===== src/rtl/select_position_gen.sv =====
// ---------------------------------------------------------------------------
// select_position_gen
//
// Writer side of the select-RAM window interface. Scans one 256-sample
// detector frame, finds up to three contiguous runs of samples at or above
// a per-frame threshold (runs shorter than MIN_WIDTH are dropped), and
// publishes the window bounds with a one-cycle position_gen_en pulse.
//
// Ports:
//   clk, rst_n              clock, synchronous active-low reset
//   frame_start             marks the accompanying valid sample as index 0
//   sample_valid            sample_in is valid this cycle
//   sample_in [DW]          unsigned detector sample
//   threshold [DW]          window threshold, captured with index 0
//   start_position_1..3     first index of windows 1..3 (0 when unfilled)
//   end_position_1..3       last index of windows 1..3 (0 when unfilled)
//   position_3_error_sig    fewer than three windows, or more than three
//   position_gen_en         one-cycle pulse: position outputs updated
//   windows_found [2]       accepted window count of the last frame
//   busy                    frame scan in progress
// ---------------------------------------------------------------------------
module select_position_gen #(
    parameter int DW        = 14,
    parameter int MIN_WIDTH = 4
) (
    input  logic          clk,
    input  logic          rst_n,
    input  logic          frame_start,
    input  logic          sample_valid,
    input  logic [DW-1:0] sample_in,
    input  logic [DW-1:0] threshold,
    output logic [7:0]    start_position_1,
    output logic [7:0]    end_position_1,
    output logic [7:0]    start_position_2,
    output logic [7:0]    end_position_2,
    output logic [7:0]    start_position_3,
    output logic [7:0]    end_position_3,
    output logic          position_3_error_sig,
    output logic          position_gen_en,
    output logic [1:0]    windows_found,
    output logic          busy
);

    localparam logic [8:0] MIN_LEN = 9'(MIN_WIDTH);

    typedef enum logic [1:0] {
        S_IDLE,
        S_SCAN_LOW,
        S_SCAN_HIGH,
        S_DONE
    } state_t;

    // Control and working registers
    state_t          r_state;
    logic [DW-1:0]   r_thr;
    logic [7:0]      r_idx;
    logic [7:0]      r_cand;
    logic [1:0]      r_cnt;
    logic            r_ovf;
    logic            r_busy;
    logic [2:0][7:0] r_ws;
    logic [2:0][7:0] r_we;

    // Published outputs
    logic [2:0][7:0] r_os;
    logic [2:0][7:0] r_oe;
    logic            r_err;
    logic            r_pulse;
    logic [1:0]      r_wf;

    // Next-state values
    state_t          w_state_nxt;
    logic [DW-1:0]   w_thr_nxt;
    logic [7:0]      w_idx_nxt;
    logic [7:0]      w_cand_nxt;
    logic            w_busy_nxt;
    logic [1:0]      w_cnt_nxt;
    logic            w_ovf_nxt;
    logic [2:0][7:0] w_ws_nxt;
    logic [2:0][7:0] w_we_nxt;

    // Window close request from the scan logic
    logic            w_close;
    logic [7:0]      w_cs;
    logic [7:0]      w_ce;
    logic [8:0]      w_len;

    // A new frame may start from any state except the single DONE cycle;
    // starting while scanning abandons the old frame.
    logic            w_restart;
    logic            w_accept;
    logic [DW-1:0]   w_thr_eff;
    logic [7:0]      w_idx_eff;
    logic            w_in_high;
    logic            w_above;
    logic [1:0]      w_cnt_base;
    logic            w_ovf_base;
    logic [2:0][7:0] w_ws_base;
    logic [2:0][7:0] w_we_base;

    assign w_restart  = sample_valid && frame_start && (r_state != S_DONE);
    assign w_accept   = w_restart ||
                        (sample_valid && ((r_state == S_SCAN_LOW) || (r_state == S_SCAN_HIGH)));
    // The sample that starts a frame is compared against the live threshold
    // input, since the latched copy only becomes valid on the next cycle.
    assign w_thr_eff  = w_restart ? threshold : r_thr;
    assign w_idx_eff  = w_restart ? 8'd0 : r_idx;
    assign w_in_high  = !w_restart && (r_state == S_SCAN_HIGH);
    assign w_above    = (sample_in >= w_thr_eff);
    assign w_cnt_base = w_restart ? 2'd0 : r_cnt;
    assign w_ovf_base = w_restart ? 1'b0 : r_ovf;
    assign w_ws_base  = w_restart ? '0 : r_ws;
    assign w_we_base  = w_restart ? '0 : r_we;

    // 9-bit so a full 256-sample run does not wrap to zero
    assign w_len      = {1'b0, w_ce} - {1'b0, w_cs} + 9'd1;

    always_comb begin
        w_state_nxt = r_state;
        w_thr_nxt   = r_thr;
        w_idx_nxt   = r_idx;
        w_cand_nxt  = r_cand;
        w_busy_nxt  = r_busy;
        w_close     = 1'b0;
        w_cs        = r_cand;
        w_ce        = 8'd0;

        case (r_state)
            S_DONE: begin
                w_state_nxt = S_IDLE;
                w_busy_nxt  = 1'b0;
            end
            default: begin
                if (w_accept) begin
                    w_thr_nxt  = w_thr_eff;
                    w_idx_nxt  = w_idx_eff + 8'd1;
                    w_busy_nxt = 1'b1;
                    if (w_idx_eff == 8'd255) begin
                        // Last sample: any open run is closed here, and an
                        // above-threshold sample in LOW forms a 1-sample run.
                        w_state_nxt = S_DONE;
                        if (w_above) begin
                            w_close = 1'b1;
                            w_cs    = w_in_high ? r_cand : 8'd255;
                            w_ce    = 8'd255;
                        end else if (w_in_high) begin
                            w_close = 1'b1;
                            w_ce    = 8'd254;
                        end
                    end else if (!w_in_high && w_above) begin
                        w_cand_nxt  = w_idx_eff;
                        w_state_nxt = S_SCAN_HIGH;
                    end else if (w_in_high && !w_above) begin
                        w_close     = 1'b1;
                        w_ce        = w_idx_eff - 8'd1;
                        w_state_nxt = S_SCAN_LOW;
                    end else begin
                        w_state_nxt = w_in_high ? S_SCAN_HIGH : S_SCAN_LOW;
                    end
                end
            end
        endcase
    end

    // Window acceptance: drop short runs, fill slots in order, and flag
    // overflow once all three slots are taken.
    always_comb begin
        w_cnt_nxt = w_cnt_base;
        w_ovf_nxt = w_ovf_base;
        w_ws_nxt  = w_ws_base;
        w_we_nxt  = w_we_base;
        if (w_close && (w_len >= MIN_LEN)) begin
            if (w_cnt_base == 2'd3) begin
                w_ovf_nxt = 1'b1;
            end else begin
                case (w_cnt_base)
                    2'd0: begin
                        w_ws_nxt[0] = w_cs;
                        w_we_nxt[0] = w_ce;
                    end
                    2'd1: begin
                        w_ws_nxt[1] = w_cs;
                        w_we_nxt[1] = w_ce;
                    end
                    default: begin
                        w_ws_nxt[2] = w_cs;
                        w_we_nxt[2] = w_ce;
                    end
                endcase
                w_cnt_nxt = w_cnt_base + 2'd1;
            end
        end
    end

    always_ff @(posedge clk) begin
        if (!rst_n) begin
            r_state <= S_IDLE;
            r_thr   <= '0;
            r_idx   <= '0;
            r_cand  <= '0;
            r_cnt   <= '0;
            r_ovf   <= 1'b0;
            r_busy  <= 1'b0;
            r_ws    <= '0;
            r_we    <= '0;
            r_os    <= '0;
            r_oe    <= '0;
            r_err   <= 1'b0;
            r_pulse <= 1'b0;
            r_wf    <= '0;
        end else begin
            r_state <= w_state_nxt;
            r_thr   <= w_thr_nxt;
            r_idx   <= w_idx_nxt;
            r_cand  <= w_cand_nxt;
            r_cnt   <= w_cnt_nxt;
            r_ovf   <= w_ovf_nxt;
            r_busy  <= w_busy_nxt;
            r_ws    <= w_ws_nxt;
            r_we    <= w_we_nxt;
            r_pulse <= (r_state == S_DONE);
            if (r_state == S_DONE) begin
                r_os  <= r_ws;
                r_oe  <= r_we;
                r_err <= (r_cnt != 2'd3) || r_ovf;
                r_wf  <= r_cnt;
            end
        end
    end

    assign start_position_1     = r_os[0];
    assign end_position_1       = r_oe[0];
    assign start_position_2     = r_os[1];
    assign end_position_2       = r_oe[1];
    assign start_position_3     = r_os[2];
    assign end_position_3       = r_oe[2];
    assign position_3_error_sig = r_err;
    assign position_gen_en      = r_pulse;
    assign windows_found        = r_wf;
    assign busy                 = r_busy;

endmodule


===== config.mk =====
export PLATFORM = sky130hd
export DESIGN_NAME = select_position_gen
export DESIGN_NICKNAME = d
export VERILOG_FILES = /design/src/rtl/select_position_gen.sv
export SDC_FILE = /design/constraint.sdc
export NUM_CORES = 1
export LEC_CHECK = 0
export BUFFER_PORTS_ARGS = -buffer_cell sky130_fd_sc_hd__buf_4
export CORE_MARGIN = 2
export CORE_UTILIZATION = 50
export DETAILED_ROUTE_END_ITERATION = 10
export MAX_ROUTING_LAYER = met4
export PLACE_DENSITY = 0.69
export REMOVE_ABC_BUFFERS = 1
export SYNTH_ARGS = -nofsm -noshare
export SYNTH_HDL_FRONTEND = slang
export SYNTH_SLANG_ARGS = --single-unit
export TNS_END_PERCENT = 30

===== constraint.sdc =====
create_clock -name clk -period 6.71 [get_ports clk]
set_input_delay 0.671 -clock clk [delete_from_list [all_inputs] [get_ports clk]]
set_output_delay 0.671 -clock clk [all_outputs]
set_load 0.005 [all_outputs]

==> impl_metrics.py, run 1 <==
metrics = {
    "critical_path": {
        "worst_setup_path_start_kind": "flip-flop",
        "crit_type": "reg -> reg",
        "crit_required_ns": 7.04,
        "cp-end-kind": "flip-flop",
        "crit_arrival_ns": 6.45,
        "r2r_slack_ns": 0.59,
        "cp_max_fo": 24,
    },
    "finish": {
        "synthToLayoutAreaGrowth_pct": 21.3,
        "nets": 807,
        "reg_top3": "r_we: 24 flops, r_ws: 24 flops, r_thr: 14 flops",
        "fin_area_um2": 7700,
        "n_antenna_cell": 0,
        "instances_no_fill": 925,
        "fillers": 1122,
        "drive_gt1_share_pct": 18.9,
    },
    "clocking": {
        "clockBufferDepth": 2,
        "htree_levels": 4,
        "postCtsHoldBufs": 0,
        "clock_latency_ns": 0.42,
        "cts_setup_buffers": 0,
        "cts_tree": "yes",
        "cts_inserted_buffers": 17,
        "clock-sinks": 136,
        "cts_root_buf": "clkbuf_16",
        "post_cts_resized": 0,
        "clk_pin_slew_worst_paths_ns": 0.05,
    },
    "floorplanning": {
        "rows": 41,
        "start_util_pct": 50.7,
        "die_w_um": 117,
        "core_um2": 12500,
        "ios": 85,
        "dieArea_um2": 13600,
        "die_h_um": 117,
    },
    "power": {
        "power_frac_comb_pct": 8.6,
        "pwr_density_cell_nw_per_um2": 246,
        "power.total_mw": 1.89,
        "power.share.sequential_pct": 43.5,
        "leakage_nw": 3.24,
        "power_switching_uw": 421,
        "vdd_drop_max_v": 0.000131,
        "internal-power_mw": 1.47,
        "pwr-share-clk_pct": 47.9,
        "p_sw_share_pct": 22.3,
    },
    "timing": {
        "final.setup_skew_ns": 0.00688,
        "finalHoldViolations": 0,
        "post-route-worst-setup-slack_ns": 0.588,
        "hold_ws_ns": 0.460,
        "drv_slew": 0,
        "rsz0062_at_grt": "false",
        "setup_viol": 0,
        "post-route-period-util_pct": 91.2,
        "relSlewSlack_pct": 28.7,
        "worst-slew-pin-transition_ns": 1.07,
        "fmax_ghz": 0.163,
        "period_minus_slack_ns": 6.12,
    },
    "synth": {
        "syn_avg_cell_area_um2": 9.54,
        "synth_area_um2": 6340,
        "synth_edf_count": 0,
        "synth_top_area_share_pct": 42.9,
        "yosys-top-cells-area": "dfxtp_1, mux2i_1, nor2b_1, ha_1, nand2_1",
        "ys.flop_type": "dfxtp_1",
        "synth_seq_area_share_pct": 42.9,
        "yosysUniqueCellTypes": 50,
        "syn_inst": 665,
        "ys_warn_count": 0,
        "synth-seq-cells": 136,
        "async_flop_share_pct": 0,
        "synth_top_area_cell": "dfxtp_1",
    },
    "flow_run": {
        "drv_cap": 0,
    },
    "placed_design": {
        "routabilityCongestion": 0.850,
        "post_dp_cell_area_um2": 7110,
        "pre_cts_slack_ns": 0.319,
        "numPlacedInstances": 894,
        "hpwl_um": 9120,
        "port_buffers": 84,
    },
    "grt": {
        "grt_usage_pct": 20.9,
        "antenna_found_initial": 0,
        "grt_busiest_layer": "met2",
        "gr-usage-met3_pct": 4.77,
        "grt_pass1_vias": 4653,
        "use_met2_pct": 33.3,
        "grt_use_met1_pct": 25.4,
        "grt_start_max_net_pins": 101,
        "grt_pass1_wl_um": 21800,
        "grt.overflow.total": 0,
    },
    "route": {
        "first_pass_iters": 4,
        "post_drt_wl_per_cell_um": 14.1,
        "drt_iter0_markers": 250,
        "wl_um": 13100,
        "vias": 4769,
        "drc_errors": 0,
        "route.antenna.remaining_nets": 0,
        "avgViaCountPerCell": 5.16,
    },
    "run_status": {
        "status": "completed",
    },
    "min_path": {
        "min_path_type": "reg -> reg",
    },
}
## synth_stat cells (6+ instances only)
| library cell | number |
|---|---|
| nand2b_1 | 11 |
| nor2_1 | 24 |
| nor3_1 | 6 |
| nand3_1 | 13 |
| inv_1 | 13 |
| ha_1 | 33 |
| clkbuf_1 | 26 |
| nor2b_1 | 69 |
| a21boi_0 | 7 |
| nand4_1 | 6 |
| o21ai_0 | 31 |
| dfxtp_1 | 136 |
| mux2i_1 | 113 |
| a21oi_1 | 19 |
| nand2_1 | 84 |
| and2_1 | 10 |
## critical path: stages, from the launching register on
cell and delay [ns]:
dfxtp_1 0.33, ha_2 0.19, nand2b_4 0.17, nor2_2 0.49
buf_4 0.27, mux2i_1 0.26, ha_1 0.28, a21oi_1 0.19
o221ai_2 0.15, a21oi_2 0.41, nor4_2 0.10, buf_4 0.22
or2_2 0.29, ha_1 0.29, inv_1 0.05, ha_1 0.18
inv_1 0.06, fa_1 0.40, nor2b_1 0.14, o21a_1 0.14
o21ai_0 0.08, o41a_1 0.13, nor4_2 0.19, or3_1 0.76
mux2i_1 0.27
## layout make-up
type | count | area [µm²] | share of cell area, %
Clock buffer | 22 | 484 | 6.29
Clock inverter | 9 | 97.6 | 1.27
Multi-Input combinational cell | 477 | 3410 | 44.3
Tap cell | 172 | 215 | 2.80
Inverter | 13 | 48.8 | 0.634
Timing Repair Buffer | 96 | 721 | 9.36
Sequential cell | 136 | 2720 | 35.4
## metrics by stage
step,setup TNS (ns),util [%]
final,0,61.5
after global routing,0,61.5
after CTS,0,61.5
after detailed placement,0,56.8
after global placement,0,56.8
after floorplan,-83.22,-
## cell families after synthesis
group	synth area share, %
compound gates	7.61
xor+xnor	1.24
buf+inv	3.57
simple gates	19.8
flops	42.9
mux	18.0
fa+ha+maj	6.82
## power groups by stage
stage,clock network (mW),registers (mW),logic (mW)
5_1_grt,0.958,0.823,0.181
3_3_place_gp,0,0.839,0.158
3_5_place_dp,0,0.840,0.163
2_1_floorplan,0,0.838,0.108
4_1_cts,0.923,0.822,0.163
6_report,0.905,0.823,0.163
## layout by cell type (no fill, tap or decap), types with 2 or more instances in the layout
cell type  count
dfxtp_1      136
mux2i_1      113
buf_4         96
nand2_1       84
nor2b_1       69
ha_1          32
o21ai_0       31
nor2_1        23
a21oi_1       19
clkbuf_16     17
inv_1         13
nand3_1       13
nand2b_1      11
and2_1         9
a21boi_0       7
nand4_1        6
nor3_1         6
clkinv_2       6
o21a_1         5
xnor2_1        5
xor2_1         4
or2_2          4
clkbuf_8       4
o22ai_1        3
nor4_2         2
nor4_1         2
nor3b_1        2
or3_1          2
o31ai_1        2
bufinv_16      2
## final timing paths
kind	startpoint	endpoint	cells after the start
setup / recovery	r_state[0]$_SDFFE_PP0N_	r_ws[22]$_SDFF_PN0_	24
hold / removal	r_ws[14]$_SDFF_PN0_	r_ws[14]$_SDFF_PN0_	2
setup reg to reg	r_state[0]$_SDFFE_PP0N_	r_ws[22]$_SDFF_PN0_	24
hold reg to reg	r_ws[14]$_SDFF_PN0_	r_ws[14]$_SDFF_PN0_	2
## layer usage
metal  routed length [µm]  up-vias
met5                    0        -
met3                  564       27
met1                 6150     2192
met4                  355        0
li1                     -     2421
met2                 6020      129
No activity file was read; power rests on OpenSTA's default activity.
==> inputs of run 2 (changes only) <==
Settings changed: CAP_MARGIN set to 20.
Clock period 6.71 ns to 5.95 ns, I/O delays scaled along.
==> run 2 against run 1 <==
Register-to-register slack better by 0.03 ns. Global-route usage up 0.75 points. Setup slack better by 0.031 ns. Combinational power up 15%. Critical path depth down 1. Worst hold slack worse by 0.0028 ns. Critical path type unchanged.
==> impl_metrics.py, run 2 (same netlist as run 1, synthesis figures left out) <==
metrics = {
    "route": {
        "vias": 4793,
        "drt_iter0_markers": 236,
        "wl_um": 13400,
        "route.antenna.remaining_nets": 0,
        "post_drt_wl_per_cell_um": 14.4,
        "first_pass_iters": 4,
        "avgViaCountPerCell": 5.15,
        "drc_errors": 0,
    },
    "timing": {
        "post-route-period-util_pct": 89.6,
        "period_minus_slack_ns": 5.33,
        "final.setup_skew_ns": 0.00486,
        "worst-slew-pin-transition_ns": 0.889,
        "finalHoldViolations": 0,
        "setup_viol": 0,
        "drv_slew": 0,
        "relSlewSlack_pct": 40.7,
        "rsz0062_at_grt": "false",
        "fmax_ghz": 0.188,
    },
    "clocking": {
        "cts_inserted_buffers": 17,
        "clk_pin_slew_worst_paths_ns": 0.06,
        "htree_levels": 4,
        "cts_tree": "yes",
        "post_cts_resized": 0,
        "cts_setup_buffers": 0,
        "clock_latency_ns": 0.41,
        "postCtsHoldBufs": 0,
        "cts_root_buf": "clkbuf_16",
        "clockBufferDepth": 2,
        "clock-sinks": 136,
    },
    "power": {
        "power.total_mw": 2.08,
        "p_sw_share_pct": 23.6,
        "pwr_density_cell_nw_per_um2": 269,
        "internal-power_mw": 1.59,
        "power.share.sequential_pct": 44.7,
        "pwr-share-clk_pct": 46.3,
        "vdd_drop_max_v": 0.000180,
        "leakage_nw": 3.24,
        "power_frac_comb_pct": 9.1,
        "power_switching_uw": 490,
    },
    "finish": {
        "n_antenna_cell": 0,
        "reg_top3": "r_we: 24 flops, r_ws: 24 flops, r_thr: 14 flops",
        "layout_commonest_cell": "dfxtp_1",
        "fillers": 1108,
        "synthToLayoutAreaGrowth_pct": 21.9,
        "instances_no_fill": 931,
        "multiInputGateArea_um2": 3410,
        "final_cell_mix": "dfxtp_1, mux2i_1, buf_4, nand2_1, nor2b_1",
        "nets": 812,
        "seq_area_um2": 2720,
        "fin_util_pct": 61.8,
        "drive_gt1_share_pct": 19.5,
    },
    "grt": {
        "grt_pass1_vias": 4682,
        "grt_usage_pct": 21.7,
        "antenna_found_initial": 0,
        "grt_pass1_wl_um": 22500,
        "grt_start_max_net_pins": 101,
        "grt.overflow.total": 0,
    },
    "placed_design": {
        "hpwl_um": 9450,
        "port_buffers": 84,
        "numPlacedInstances": 898,
        "routabilityCongestion": 0.895,
    },
    "critical_path": {
        "critPathMostFrequentCell": "ha_1",
        "crit_required_ns": 6.28,
        "crit_arrival_ns": 5.66,
        "cp_cell_sequence": "ha_2 > nand2b_4 > nor2_4 > buf_12 > mux2i_1 > ha_1 > a21oi_1 > o21a_1 > o221ai_1 > a211o_1 > o32ai_1 > ha_1 > ha_1 > inv_1 > fa_1 > xnor2_1 > a21oi_1 > nand4_1 > nor4_2 > buf_4 > or3_1 > buf_4 > mux2i_1",
        "crit_path_top_delay_cell": "o32ai_1",
        "cp_slowest_stage_delay_ns": 0.48,
        "r2r_slack_ns": 0.62,
        "cp_max_fo": 11,
        "cp-end-kind": "flip-flop",
        "worst_setup_path_start_kind": "flip-flop",
        "crit_type": "reg -> reg",
    },
    "floorplanning": {
        "dieArea_um2": 13600,
        "ios": 85,
        "die_h_um": 117,
        "rows": 41,
        "core_um2": 12500,
        "start_util_pct": 50.7,
        "die_w_um": 117,
    },
    "min_path": {
        "min_path_type": "reg -> reg",
    },
    "run_status": {
        "status": "completed",
    },
    "flow_run": {
        "drv_cap": 0,
    },
}
==> run 2: cell types whose count changed in the layout (fill, tap and decap cells not counted) <==
cell        before  now
nor2_2           1    0
buf_4           96   99
bufinv_16        2    1
clkinvlp_4       1    5
nor2_4           0    1
buf_12           0    2
clkbuf_8         4    1
clkinv_4         0    1
==> run 2: power groups by stage <==
| stage | sequential [mW] | clock (mW) | combinational, mW |
|---|---|---|---|
| 3_5_place_dp | 0.947 | 0 | 0.186 |
| 2_1_floorplan | 0.945 | 0 | 0.121 |
| 5_1_grt | 0.928 | 1.03 | 0.210 |
| 4_1_cts | 0.927 | 0.984 | 0.186 |
| 3_3_place_gp | 0.947 | 0 | 0.181 |
| 6_report | 0.928 | 0.961 | 0.188 |
==> run 2: area by class of cell <==
cell class	count	area share, %
Tap cell	172	2.78
Clock buffer	19	5.73
Sequential cell	136	35.2
Inverter	13	0.631
Multi-Input combinational cell	477	44.1
Clock inverter	13	1.38
Timing Repair Buffer	101	10.1
==> run 2: final timing paths <==
kind,cells after the start,from,endpoint
max,23,r_state[0]$_SDFFE_PP0N_,r_we[0]$_SDFF_PN0_
max reg2reg,23,r_state[0]$_SDFFE_PP0N_,r_we[0]$_SDFF_PN0_
min reg2reg,2,r_ws[11]$_SDFF_PN0_,r_ws[11]$_SDFF_PN0_
min,2,r_ws[11]$_SDFF_PN0_,r_ws[11]$_SDFF_PN0_
==> run 2: metrics by stage <==
step,worst slack (ns),instance area [µm²],setup TNS [ns],hold WS (ns)
4_1_cts,0.473,7710,0,0.463
3_3_place_gp,0.557,7160,0,0.440
2_1_floorplan,-2.49,6170,-121.99,0.426
3_5_place_dp,0.343,7160,0,0.456
5_1_grt,0.115,7730,0,0.474
6_report,0.619,7730,0,0.457
==> run 2: per-layer routing <==
layer | wire (µm) | GRT usage, % | vias to the layer above
li1 | - | - | 2427
met1 | 6300 | 26.6 | 2246
met2 | 6360 | 35.0 | 107
met3 | 542 | 5.86 | 13
met4 | 173 | 6.90 | 0
met5 | 0 | - | -
==> run 2: worst max-delay path, delay by kind of cell (launching register included) <==
| kind | cells | cell delay, ns |
|---|---|---|
| compound gates | 6 | 1.37 |
| fa+ha+maj | 5 | 1.31 |
| simple gates | 5 | 0.92 |
| buf+inv | 4 | 0.67 |
| mux | 2 | 0.47 |
| flops | 1 | 0.33 |
| xor+xnor | 1 | 0.15 |
